## src/rtl/cla_share_ctrl_pkg.sv

```systemverilog
// Shared definitions for the cla_share_ctrl slice: FSM state encoding,
// requester IDs, adder half width and the signed-overflow helper.
package cla_share_ctrl_pkg;

  typedef enum logic [1:0] {
    IDLE = 2'b00,
    LO   = 2'b01,
    HI   = 2'b10,
    RESP = 2'b11
  } state_t;

  localparam logic REQ0   = 1'b0;
  localparam logic REQ1   = 1'b1;
  localparam int   HALF_W = 16;

  // Two's-complement overflow: operands share a sign and the result does not.
  function automatic logic add_ovf(input logic a_msb, input logic b_msb,
                                   input logic s_msb);
    return (a_msb == b_msb) && (s_msb != a_msb);
  endfunction

endpackage

```

## src/rtl/cla_16.sv

```systemverilog
// 16-bit carry-lookahead adder built from four 4-bit lookahead groups.
// Ports: a, b (16-bit operands), cin -> s (16-bit sum), cout (carry out of bit 15).
module cla_16 (
  input  logic [15:0] a,
  input  logic [15:0] b,
  input  logic        cin,
  output logic [15:0] s,
  output logic        cout
);

  logic [15:0] g;
  logic [15:0] p;
  logic [16:0] c;

  always_comb begin
    g = a & b;
    p = a ^ b;
    c = '0;
    c[0] = cin;
    // Carries inside a group are expanded from the group's incoming carry;
    // the group-out carry uses group generate/propagate terms.
    for (int k = 0; k < 4; k++) begin
      c[4*k+1] = g[4*k] | (p[4*k] & c[4*k]);
      c[4*k+2] = g[4*k+1] | (p[4*k+1] & g[4*k])
               | (p[4*k+1] & p[4*k] & c[4*k]);
      c[4*k+3] = g[4*k+2] | (p[4*k+2] & g[4*k+1])
               | (p[4*k+2] & p[4*k+1] & g[4*k])
               | (p[4*k+2] & p[4*k+1] & p[4*k] & c[4*k]);
      c[4*k+4] = g[4*k+3] | (p[4*k+3] & g[4*k+2])
               | (p[4*k+3] & p[4*k+2] & g[4*k+1])
               | (p[4*k+3] & p[4*k+2] & p[4*k+1] & g[4*k])
               | (p[4*k+3] & p[4*k+2] & p[4*k+1] & p[4*k] & c[4*k]);
    end
    s    = p ^ c[15:0];
    cout = c[16];
  end

endmodule

```

## src/rtl/cla_share_ctrl_rr_arb2.sv

```systemverilog
// Two-way round-robin arbiter. A lone request is granted directly; when both
// request, the one not served last wins. last_served is updated on accept.
// Ports: clk, rst, req0/req1 (requests), accept/accept_id (grant taken and by
// whom) -> gnt0/gnt1 (one-hot or zero grant).
module rr_arb2
  import cla_share_ctrl_pkg::*;
#(
  parameter bit INIT_PRIO = 1'b0
) (
  input  logic clk,
  input  logic rst,
  input  logic req0,
  input  logic req1,
  input  logic accept,
  input  logic accept_id,
  output logic gnt0,
  output logic gnt1
);

  logic last_served;

  // Resetting to the other requester makes INIT_PRIO win the first tie.
  always_ff @(posedge clk or posedge rst) begin
    if (rst)         last_served <= ~INIT_PRIO;
    else if (accept) last_served <= accept_id;
  end

  always_comb begin
    gnt0 = 1'b0;
    gnt1 = 1'b0;
    if (req0 && req1) begin
      if (last_served == REQ0) gnt1 = 1'b1;
      else                     gnt0 = 1'b1;
    end else begin
      gnt0 = req0;
      gnt1 = req1;
    end
  end

endmodule

```

## src/rtl/cla_share_ctrl.sv

```systemverilog
// Shares one cla_16 between two requesters. Narrow ops take one adder pass,
// wide ops take two (low half, then high half with carry held in c_r).
// Handshakes: a transfer happens on any rising edge where valid && ready are
// both high; valid never waits on ready, and a held rsp_valid keeps all rsp_*
// stable until rsp_ready.
// Ports: clk, rst; req0_*/req1_* (valid, ready, a, b, cin, wide);
// rsp_valid/rsp_ready/rsp_id/rsp_sum/rsp_cout/rsp_ovf; busy; dbg_state (FSM).
module cla_share_ctrl
  import cla_share_ctrl_pkg::*;
#(
  parameter bit INIT_PRIO = 1'b0
) (
  input  logic        clk,
  input  logic        rst,
  input  logic        req0_valid,
  output logic        req0_ready,
  input  logic [31:0] req0_a,
  input  logic [31:0] req0_b,
  input  logic        req0_cin,
  input  logic        req0_wide,
  input  logic        req1_valid,
  output logic        req1_ready,
  input  logic [31:0] req1_a,
  input  logic [31:0] req1_b,
  input  logic        req1_cin,
  input  logic        req1_wide,
  output logic        rsp_valid,
  input  logic        rsp_ready,
  output logic        rsp_id,
  output logic [31:0] rsp_sum,
  output logic        rsp_cout,
  output logic        rsp_ovf,
  output logic        busy,
  output logic [1:0]  dbg_state
);

  state_t              state, state_nx;
  logic [31:0]         a_r, b_r, sum_r;
  logic                cin_r, wide_r, id_r, c_r, cout_r, ovf_r;
  logic                gnt0, gnt1, accept, accept_id;
  logic [HALF_W-1:0]   add_a, add_b, add_s;
  logic                add_cin, add_cout;

  rr_arb2 #(.INIT_PRIO(INIT_PRIO)) u_arb (
    .clk       (clk),
    .rst       (rst),
    .req0      (req0_valid),
    .req1      (req1_valid),
    .accept    (accept),
    .accept_id (accept_id),
    .gnt0      (gnt0),
    .gnt1      (gnt1)
  );

  assign req0_ready = (state == IDLE) && gnt0;
  assign req1_ready = (state == IDLE) && gnt1;
  assign accept     = (req0_valid && req0_ready) || (req1_valid && req1_ready);
  assign accept_id  = req1_ready;

  // Only HI uses the upper halves and the chained carry.
  always_comb begin
    add_a   = a_r[HALF_W-1:0];
    add_b   = b_r[HALF_W-1:0];
    add_cin = cin_r;
    if (state == HI) begin
      add_a   = a_r[31:HALF_W];
      add_b   = b_r[31:HALF_W];
      add_cin = c_r;
    end
  end

  cla_16 u_cla (
    .a    (add_a),
    .b    (add_b),
    .cin  (add_cin),
    .s    (add_s),
    .cout (add_cout)
  );

  always_comb begin
    state_nx = state;
    case (state)
      IDLE:    if (accept) state_nx = LO;
      LO:      state_nx = wide_r ? HI : RESP;
      HI:      state_nx = RESP;
      RESP:    if (rsp_ready) state_nx = IDLE;
      default: state_nx = IDLE;
    endcase
  end

  always_ff @(posedge clk or posedge rst) begin
    if (rst) begin
      state  <= IDLE;
      a_r    <= '0;
      b_r    <= '0;
      cin_r  <= 1'b0;
      wide_r <= 1'b0;
      id_r   <= 1'b0;
      sum_r  <= '0;
      c_r    <= 1'b0;
      cout_r <= 1'b0;
      ovf_r  <= 1'b0;
    end else begin
      state <= state_nx;
      case (state)
        IDLE: if (accept) begin
          a_r    <= accept_id ? req1_a    : req0_a;
          b_r    <= accept_id ? req1_b    : req0_b;
          cin_r  <= accept_id ? req1_cin  : req0_cin;
          wide_r <= accept_id ? req1_wide : req0_wide;
          id_r   <= accept_id;
        end
        LO: begin
          sum_r[HALF_W-1:0] <= add_s;
          c_r               <= add_cout;
          if (!wide_r) begin
            sum_r[31:HALF_W] <= '0;
            cout_r           <= add_cout;
            ovf_r            <= add_ovf(a_r[HALF_W-1], b_r[HALF_W-1], add_s[HALF_W-1]);
          end
        end
        HI: begin
          sum_r[31:HALF_W] <= add_s;
          cout_r           <= add_cout;
          ovf_r            <= add_ovf(a_r[31], b_r[31], add_s[HALF_W-1]);
        end
        default: ;
      endcase
    end
  end

  assign rsp_valid = (state == RESP);
  assign rsp_id    = id_r;
  assign rsp_sum   = sum_r;
  assign rsp_cout  = cout_r;
  assign rsp_ovf   = ovf_r;
  assign busy      = (state != IDLE);
  assign dbg_state = state;

endmodule

```

## config.mk

```make
export PLATFORM = sky130hd
export DESIGN_NAME = cla_share_ctrl
export DESIGN_NICKNAME = d
export VERILOG_FILES = /design/src/rtl/cla_share_ctrl_pkg.sv /design/src/rtl/cla_16.sv /design/src/rtl/cla_share_ctrl_rr_arb2.sv /design/src/rtl/cla_share_ctrl.sv
export SDC_FILE = /design/constraint.sdc
export NUM_CORES = 1
export LEC_CHECK = 0
export ABC_CLOCK_PERIOD_IN_PS = 8300
export BUFFER_PORTS_ARGS = -buffer_cell sky130_fd_sc_hd__buf_2
export CAP_MARGIN = 5
export CORE_ASPECT_RATIO = 1.25
export CORE_MARGIN = 2
export CORE_UTILIZATION = 47
export DETAILED_ROUTE_END_ITERATION = 10
export GPL_ROUTABILITY_DRIVEN = 0
export PLACE_DENSITY = 0.74
export SLEW_MARGIN = 15
export SYNTH_ARGS = -nofsm -noshare
export SYNTH_HDL_FRONTEND = slang
export SYNTH_SLANG_ARGS = --single-unit
```

## constraint.sdc

```tcl
create_clock -name clk -period 8.3 [get_ports clk]
set_clock_uncertainty 0.2 [all_clocks]
set_input_delay 1.245 -clock clk [delete_from_list [all_inputs] [get_ports clk]]
set_output_delay 1.245 -clock clk [all_outputs]
set_load 0.01 [all_outputs]
```

==> flow_metrics.tcl, run 1 <==
set metrics [dict create \
    status "completed" \
    syn_nets 695 \
    clk_path_buf_depth 2 \
    yosysUniqueCellTypes 41 \
    setup_viol 0 \
    layout-drive-gt1-share 0.367 \
    crit_start "dbg_state[0]" \
    start_kind "flip-flop" \
    netlist.area_leader.share 0.461 \
    synth_warnings 0 \
    power_switching_mw 1.35 \
    dr_total_vias 4475 \
    area_growth_pct 23.2 \
    h-tree-depth 3 \
    die_w_um 102 \
    synth_top_cells_by_count "104 x dfrtp_1, 97 x nand2_1, 77 x o21ai_0" \
    rsz0062_at_grt "no" \
    sw_frac_of_total 0.434 \
    cts-resized-gates 0 \
    critPathMaxFanout 44 \
    p_clk_frac 0.126 \
    cp.required_ps 8330 \
    ant_nets 0 \
    power_density_nw_per_um2 449 \
    critPathKind "reg -> reg" \
    r2r_start "dbg_state[0]" \
    design_area_sq_um 6950 \
    multi_input_area_sq_um 2870 \
    hp-class "reg -> reg" \
    grt_max_degree 135 \
    routed_wl_um 13900 \
    die_y_um 126 \
    cts-root-buf "clkbuf_16" \
    period_share 0.520 \
    start_util 0.483 \
    cts_hold_buf 0 \
    track_usage 0.219 \
    setup_tns_ps 0 \
    cp.arrival_ps 4340 \
    p_comb_frac 0.572 \
    syn_inst 533 \
    tightest_slew_ps 1060 \
    die-area_sq_um 12900 \
    max_freq_mhz 232 \
    antenna_found_initial 0 \
    finalHoldViolations 0 \
    core-area_sq_um 11700 \
    ys.flop_type "dfrtp_1" \
    synth_most_common_cell "dfrtp_1" \
    p_leak_nw 3.78 \
    vias_per_cell 5.20 \
    intPower_mw 1.77 \
    syn_area_per_cell_sq_um 10.6 \
    fillers 1037 \
    yosys_register_bits 105 \
    place_area_sq_um 6670 \
    min_period_ps 4310 \
    utilization 0.595 \
    clock_latency_ps 350 \
    synth_edf_count 0 \
    synth_top_area_cell "dfrtp_1" \
    drv_cap 0 \
    synth_area_sq_um 5640 \
    slew_headroom 0.294 \
    drc 0 \
    grt_first_pass_wirelength_um 21900 \
    layout.nets 857 \
    cts_tree "built" \
    wl_per_cell_um 16.1 \
    antenna_cells 0 \
    clk_pin_slew_ps 70 \
    seqCellArea_sq_um 2630 \
    firstDrtPassIters 5 \
    hold_start "rsp_sum[21]" \
    grt_pass1_vias 4490 \
    dp_hpwl_um 10700 \
    synth_area_leaders "dfrtp_1 46%, mux2i_1 12%, mux2_2 9.6%" \
    slew_viol_final 0 \
    cp-end-kind "flip-flop" \
    async_flop_share 1.00 \
    clock-sinks 105 \
    pwr-share-seq 0.302 \
    cts_setup_buffers 0 \
    num_io_pins 178 \
    globalRouteOverflowTotal 0 \
    drt_iter0_markers 263 \
    numCtsBuffers 9 \
    synth_seq_area_share 0.466 \
    std_cell_rows 44 \
    numPortBuffers 177 \
    vdd_ir_drop_max_mv 0.187 \
]
==> routing by layer <==
layer,GRT usage,vias up,part of all wire
li1,-,2193,-
met1,0.264,2115,0.40
met2,0.385,143,0.53
met3,0.0325,24,0.045
met4,0.0918,0,0.031
met5,0,-,0
==> kinds of logic (layout without fill, tap and decap cells) <==
family	count (synthesis)	after routing	synth area share
AOI/OAI and AO/OA	112	112	0.118
xor gates and xnor gates	11	11	0.0184
adders and majority gates	25	25	0.0608
buffers and inverters	41	208	0.0291
DFF	105	105	0.466
muxes	117	117	0.219
and+or+nand+nor	122	122	0.0885
==> registers in the layout, indices dropped and copies added (netlist names) <==
register,cells
a_r,32
b_r,32
rsp_sum,32
dbg_state,2
c_r,1
cin_r,1
rsp_cout,1
rsp_id,1
rsp_ovf,1
u_arb.last_served,1
wide_r,1
==> stage by stage <==
step / worst slack, ps / hold WS, ps / std cells / power [mW]
after floorplan: 4100 / 244 / 533 / 2.21
after global placement: 4240 / 256 / 845 / 2.61
after detailed placement: 4060 / 253 / 845 / 2.71
after CTS: 4000 / 269 / 861 / 3.12
after global routing: 3810 / 292 / 861 / 3.36
final: 3990 / 264 / 861 / 3.12
==> layout by cell type (no fill, tap or decap), types with 2 or more instances in the layout <==
master,Yosys,routed
a21oi_1,14,14
a22o_1,8,8
a31oi_1,2,2
and2_1,2,2
buf_2,2,177
buf_4,0,6
clkbuf_1,22,2
clkbuf_16,0,9
clkinv_4,0,2
dfrtp_1,104,104
fa_1,4,4
ha_1,21,20
inv_1,9,8
mux2_2,48,48
mux2i_1,68,68
nand2_1,97,97
nand3_1,8,7
nor2_1,6,6
nor2b_1,2,2
o21ai_0,77,77
xnor2_1,6,6
xor2_1,4,4
==> worst max-delay path, cell delays in order, from the launching register on <==
cell       delay, ps
dfrtp_1          430
inv_1            130
ha_2             860
mux2_2           440
ha_1             360
and3_1           240
o2bb2ai_4        150
a31o_4           260
nand2_2           90
nand2_1          100
fa_1             460
xor2_1           170
mux2_2           280
==> final timing paths <==
check                                    to  slack (ps)  cells after the start
worst max-delay path            rsp_sum[13]        3990                     12
worst min-delay path            rsp_sum[21]         260                      2
worst max register to register  rsp_sum[13]        3990                     12
worst min register to register  rsp_sum[21]         260                      2
max in group asynchronous            a_r[8]        6000                      3
min in group asynchronous        rsp_sum[7]         740                      2
==> layout make-up <==
cell class	instances	area share
clock buffers	12	0.0355
clock inverters	4	0.00432
multi-input cells	387	0.414
repair buffers	183	0.134
flip-flops and latches	105	0.378
inverters	9	0.00522
well taps	161	0.0290
==> power groups by stage <==
stage	logic, mW	registers [mW]	clock network (mW)
floorplan	1.30	0.909	0
global placement	1.68	0.937	0
detailed placement	1.76	0.949	0
CTS	1.78	0.940	0.400
global route	1.98	0.964	0.420
finish	1.78	0.942	0.394
Power figures use the tool's default switching activity.
==> run 2: changes to the inputs <==
--- a/config.mk
+++ b/config.mk
@@ -5,7 +5,7 @@
 export SDC_FILE = /design/constraint.sdc
 export NUM_CORES = 1
 export LEC_CHECK = 0
-export ABC_CLOCK_PERIOD_IN_PS = 8300
+export ABC_CLOCK_PERIOD_IN_PS = 3900
 export BUFFER_PORTS_ARGS = -buffer_cell sky130_fd_sc_hd__buf_2
 export CAP_MARGIN = 5
 export CORE_ASPECT_RATIO = 1.25
@@ -13,7 +13,7 @@
 export CORE_UTILIZATION = 47
 export DETAILED_ROUTE_END_ITERATION = 10
 export GPL_ROUTABILITY_DRIVEN = 0
-export PLACE_DENSITY = 0.74
+export PLACE_DENSITY = 0.77
 export SLEW_MARGIN = 15
 export SYNTH_ARGS = -nofsm -noshare
 export SYNTH_HDL_FRONTEND = slang
==> constraint.sdc (replaced) <==
create_clock -name clk -period 3.9 [get_ports clk]
set_clock_uncertainty 0.2 [all_clocks]
set_input_delay 0.585 -clock clk [delete_from_list [all_inputs] [get_ports clk]]
set_output_delay 0.585 -clock clk [all_outputs]
set_load 0.01 [all_outputs]
==> run 2 against run 1 <==
Register-to-register slack got worse by 3900 ps. Worst hold slack got worse by 86 ps. Global-route usage rose by 0.34 points.
==> flow_metrics.tcl, run 2 (synthesis gave the netlist of run 1 again) <==
set metrics [dict create \
    p_comb_frac 0.568 \
    clock-sinks 105 \
    critPathKind "reg -> reg" \
    cts_setup_buffers 0 \
    slew_headroom 0.455 \
    period_share 0.972 \
    timing.rr.end "rsp_sum[13]" \
    die_y_um 126 \
    r2r_start "dbg_state[0]" \
    design_area_sq_um 7060 \
    routed_wl_um 14300 \
    antenna_found_initial 0 \
    p_clk_frac 0.135 \
    whs_ps 178 \
    grt_max_degree 92 \
    dp_hpwl_um 11000 \
    rsz0062_at_grt "no" \
    grt_pass1_vias 4618 \
    finalHoldViolations 0 \
    layout_common_cells "177 x buf_2, 104 x dfrtp_1, 97 x nand2_1" \
    drc 0 \
    sw_frac_of_total 0.425 \
    die_w_um 102 \
    final_common_cell "buf_2" \
    layout.nets 860 \
    cts-root-buf "clkbuf_16" \
    core-area_sq_um 11700 \
    area_growth_pct 25.1 \
    wl_per_cell_um 16.5 \
    fillers 1017 \
    vdd_ir_drop_max_mv 0.411 \
    min_period_ps 3790 \
    track_usage 0.222 \
    clk_path_buf_depth 2 \
    firstDrtPassIters 4 \
    cts_tree "built" \
    multi_input_area_sq_um 2880 \
    power_switching_mw 2.88 \
    power_density_nw_per_um2 961 \
    status "completed" \
    place_area_sq_um 6720 \
    antenna_cells 0 \
    intPower_mw 3.90 \
    h-tree-depth 3 \
    setup_viol 0 \
    max_freq_mhz 264 \
    start_util 0.483 \
    tightest_slew_ps 815 \
    cp.required_ps 3930 \
    cp-end-kind "flip-flop" \
    drv_cap 0 \
    timing.reg2reg.worst_path_depth 13 \
    slew_viol_final 0 \
    clk_pin_slew_ps 70 \
    p_leak_nw 3.84 \
    grt_first_pass_wirelength_um 22100 \
    cp.arrival_ps 3820 \
    drt_iter0_markers 162 \
    critPathMaxFanout 22 \
    numCtsBuffers 9 \
    seqCellArea_sq_um 2630 \
    vias_per_cell 5.30 \
    num_io_pins 178 \
    totalPowerFinal_mw 6.78 \
    numPortBuffers 177 \
    clock_latency_ps 350 \
    dr_total_vias 4576 \
    die-area_sq_um 12900 \
    utilization 0.605 \
    hp-class "in -> async" \
    r2r_slack_ps 110 \
    std_cell_rows 44 \
    pwr-share-seq 0.297 \
    layout-drive-gt1-share 0.370 \
    ant_nets 0 \
    start_kind "flip-flop" \
    setup_tns_ps 0 \
    globalRouteOverflowTotal 0 \
]
run 2: layout make-up:
type / instances / share of cell area
clock buffer: 14 / 0.0374
tap: 161 / 0.0285
inverter: 9 / 0.00550
sequential: 105 / 0.372
multi-input combinational: 387 / 0.408
timing repair buffer: 186 / 0.143
clock inverter: 2 / 0.00550
run 2: power groups by stage:
| stage | logic (mW) | clock network [mW] | registers (mW) |
|---|---|---|---|
| after floorplan | 2.76 | 0 | 1.93 |
| after global placement | 3.60 | 0 | 2.01 |
| after detailed placement | 3.78 | 0 | 2.03 |
| after CTS | 3.82 | 0.927 | 2.01 |
| after global routing | 4.27 | 0.967 | 2.06 |
| final | 3.85 | 0.916 | 2.02 |
run 2: routing by layer:
layer	part of all wire	GRT usage	up-vias
met1	0.38	0.257	2164
li1	-	-	2204
met2	0.52	0.389	168
met3	0.058	0.0347	40
met5	0	0	-
met4	0.047	0.118	0
run 2: worst max-delay path, stage by stage (launching register included):
cell       delay (ps)
dfrtp_1           440
inv_1             140
ha_2              260
buf_12            190
mux2_2            350
ha_1              360
and3_1            240
o2bb2ai_4         150
a31o_4            260
nand2_2            90
nand2_1           100
fa_1              460
xor2_1            170
mux2_2            270
run 2: worst max-delay path by stage:
| stage | endpoint | slack [ps] | start |
|---|---|---|---|
| CTS | rsp_sum[13] | 110 | dbg_state[0] |
| global placement | rsp_sum[13] | 270 | dbg_state[0] |
| finish | rsp_sum[13] | 110 | dbg_state[0] |
| floorplan | rsp_sum[13] | 100 | dbg_state[0] |
| global route | rsp_sum[13] | 4 | dbg_state[0] |
| detailed placement | rsp_sum[13] | 140 | dbg_state[0] |
run 2: timing repair:
item | CTS | global route
endpoints found under the setup margin | 0 | 1
gates resized for setup | 0 | 1
hold buffers | 0 | 0
run 2: stage by stage:
step	setup slack [ps]	cells
after floorplan	102	533
after global placement	273	847
after detailed placement	137	847
after CTS	110	863
after global routing	3.94	864
final	109	864
==> run 3: changes to the inputs <==
--- a/config.mk
+++ b/config.mk
@@ -14,6 +14,7 @@
 export DETAILED_ROUTE_END_ITERATION = 10
 export GPL_ROUTABILITY_DRIVEN = 0
 export PLACE_DENSITY = 0.77
+export RECOVER_POWER = 50
 export SLEW_MARGIN = 15
 export SYNTH_ARGS = -nofsm -noshare
 export SYNTH_HDL_FRONTEND = slang
==> run 3 against run 2 <==
The flow now finishes with violations (capacitance limit, slew limit). First-iteration DRC count is 4.3% lower. Global-route usage unchanged. Sequential power about the same. Fmax is 0.13% higher. Non-clock buffer count is the same. Final cell count unchanged. Register-to-register slack is essentially flat. Worst hold slack improved by 81 ps. Core utilization is 0.26 points lower. Clock power is essentially flat. Critical endpoint unchanged. Largest cell class unchanged. Largest power group unchanged.
==> flow_metrics.tcl, run 3 (synthesis gave the netlist of run 1 again) <==
set metrics [dict create \
    track_usage 0.222 \
    wl_per_cell_um 16.6 \
    setup_viol 0 \
    cp-end-kind "flip-flop" \
    drc 0 \
    ant_nets 0 \
    dp_slack_ps 137 \
    num_io_pins 178 \
    clk_path_buf_depth 2 \
    slew_headroom -0.252 \
    vdd_ir_drop_max_mv 0.412 \
    std_cell_rows 44 \
    cts_hold_buf 0 \
    cp_common_cell "mux2_2" \
    tightest_slew_ps 1870 \
    p_leak_nw 3.76 \
    totalPowerFinal_mw 6.77 \
    cts_tree "built" \
    final_common_cell "buf_2" \
    cp_top_family "adder cells" \
    clock-sinks 105 \
    antenna_found_initial 0 \
    final_cell_count_no_fill 864 \
    dp_hpwl_um 11000 \
    grt_pass1_vias 4618 \
    clk_pin_slew_ps 70 \
    critPathKind "reg -> reg" \
    hp-class "in -> reg" \
    cp.required_ps 3930 \
    start_kind "flip-flop" \
    die_y_um 126 \
    power_density_nw_per_um2 963 \
    globalRouteOverflowTotal 0 \
    status "finished, violations left" \
    min_period_ps 3790 \
    grt_max_degree 92 \
    area_growth_pct 24.6 \
    routed_wl_um 14300 \
    die_w_um 102 \
    critPathMaxFanout 22 \
    finalHoldViolations 0 \
    violations "capacitance limit, slew limit" \
    placedCellCount 847 \
    cts-root-buf "clkbuf_16" \
    numPortBuffers 177 \
    vias_per_cell 5.28 \
    setup_tns_ps 0 \
    rsz0062_at_grt "no" \
    antenna_cells 0 \
    drt_iter0_markers 155 \
    slowest_stage "fa_1" \
    layout_common_cells "157 x buf_2, 104 x dfrtp_1, 97 x nand2_1" \
    max_freq_mhz 264 \
    slowest_delay_ps 460 \
    dr_total_vias 4560 \
    numCtsBuffers 9 \
    timing.final.ws_setup_ps 114 \
    firstDrtPassIters 5 \
    core-area_sq_um 11700 \
    h-tree-depth 3 \
    path_cells "inv_1 -> ha_2 -> buf_12 -> mux2_2 -> ha_1 -> and3_1 -> o2bb2ai_4 -> a31o_4 -> nand2_2 -> nand2_1 -> fa_1 -> xor2_1 -> mux2_2" \
    path_buf_inv 2 \
    cp.arrival_ps 3820 \
    layout.nets 860 \
    layout-drive-gt1-share 0.340 \
    start_util 0.483 \
    slew_viol_final 92 \
    utilization 0.602 \
    die-area_sq_um 12900 \
    grt_first_pass_wirelength_um 22100 \
    cts_setup_buffers 0 \
    period_share 0.971 \
    clock_latency_ps 340 \
    drv_cap 1 \
]
==> run 3: cell types whose count changed in the layout (fill, tap and decap cells not counted), sizes merged <==
cell	previous run	this run
clkbuf	15	36
buf	185	164
inv	9	8
clkinvlp	0	1
==> run 3: cell type report <==
class	count	area, sq um
Sequential cell	105	2630
Timing Repair Buffer	186	980
Multi-Input combinational cell	387	2880
Inverter	9	37.5
Clock inverter	2	38.8
Fill cell	1028	4640
Clock buffer	14	264
Tap cell	161	201
==> run 3: metrics by stage <==
step | hold slack (ps) | cell area [sq um]
finish | 259 | 7030
global route | 267 | 7030
CTS | 254 | 7030
detailed placement | 267 | 6720
global placement | 261 | 6720
floorplan | 244 | 5640
==> run 3: routing by layer <==
| metal | wire, um | up-vias | track usage |
|---|---|---|---|
| li1 | - | 2200 | - |
| met1 | 5520 | 2162 | 0.257 |
| met2 | 7430 | 158 | 0.389 |
| met3 | 674 | 40 | 0.0347 |
| met4 | 676 | 0 | 0.118 |
| met5 | 0 | - | 0 |
==> run 3: path summary, 6_finish.rpt <==
kind	from	endpoint	slack, ps	cells past startpoint
worst max-delay path	dbg_state[0]	rsp_sum[13]	110	13
worst min-delay path	req0_valid	u_arb.last_served	260	2
worst max register to register	dbg_state[0]	rsp_sum[13]	110	13
worst min register to register	rsp_id	rsp_id	280	2
max in group asynchronous	rst	a_r[19]	1450	3
min in group asynchronous	rst	rsp_sum[2]	580	2
==> run 3: worst reg2reg max path, stage by stage (launching register included) <==
cell	delay, ps
dfrtp_1	440
inv_1	140
ha_2	260
buf_12	190
mux2_2	370
ha_1	360
and3_1	240
o2bb2ai_4	150
a31o_4	260
nand2_2	90
nand2_1	100
fa_1	460
xor2_1	170
mux2_2	270
==> run 3: what timing repair did <==
action,4_1_cts,5_1_grt
gates resized for setup,0,1
setup endpoints to repair,0,1
endpoints found under the hold margin,0,0
==> run 3: where the power goes <==
group	total (mW)	leakage (nW)	switching [mW]	internal [mW]
Sequential	2.02	1.30	0.387	1.63
Clock	0.913	0.147	0.378	0.535
Combinational	3.83	2.32	2.12	1.71
Total	6.77	3.76	2.89	3.88
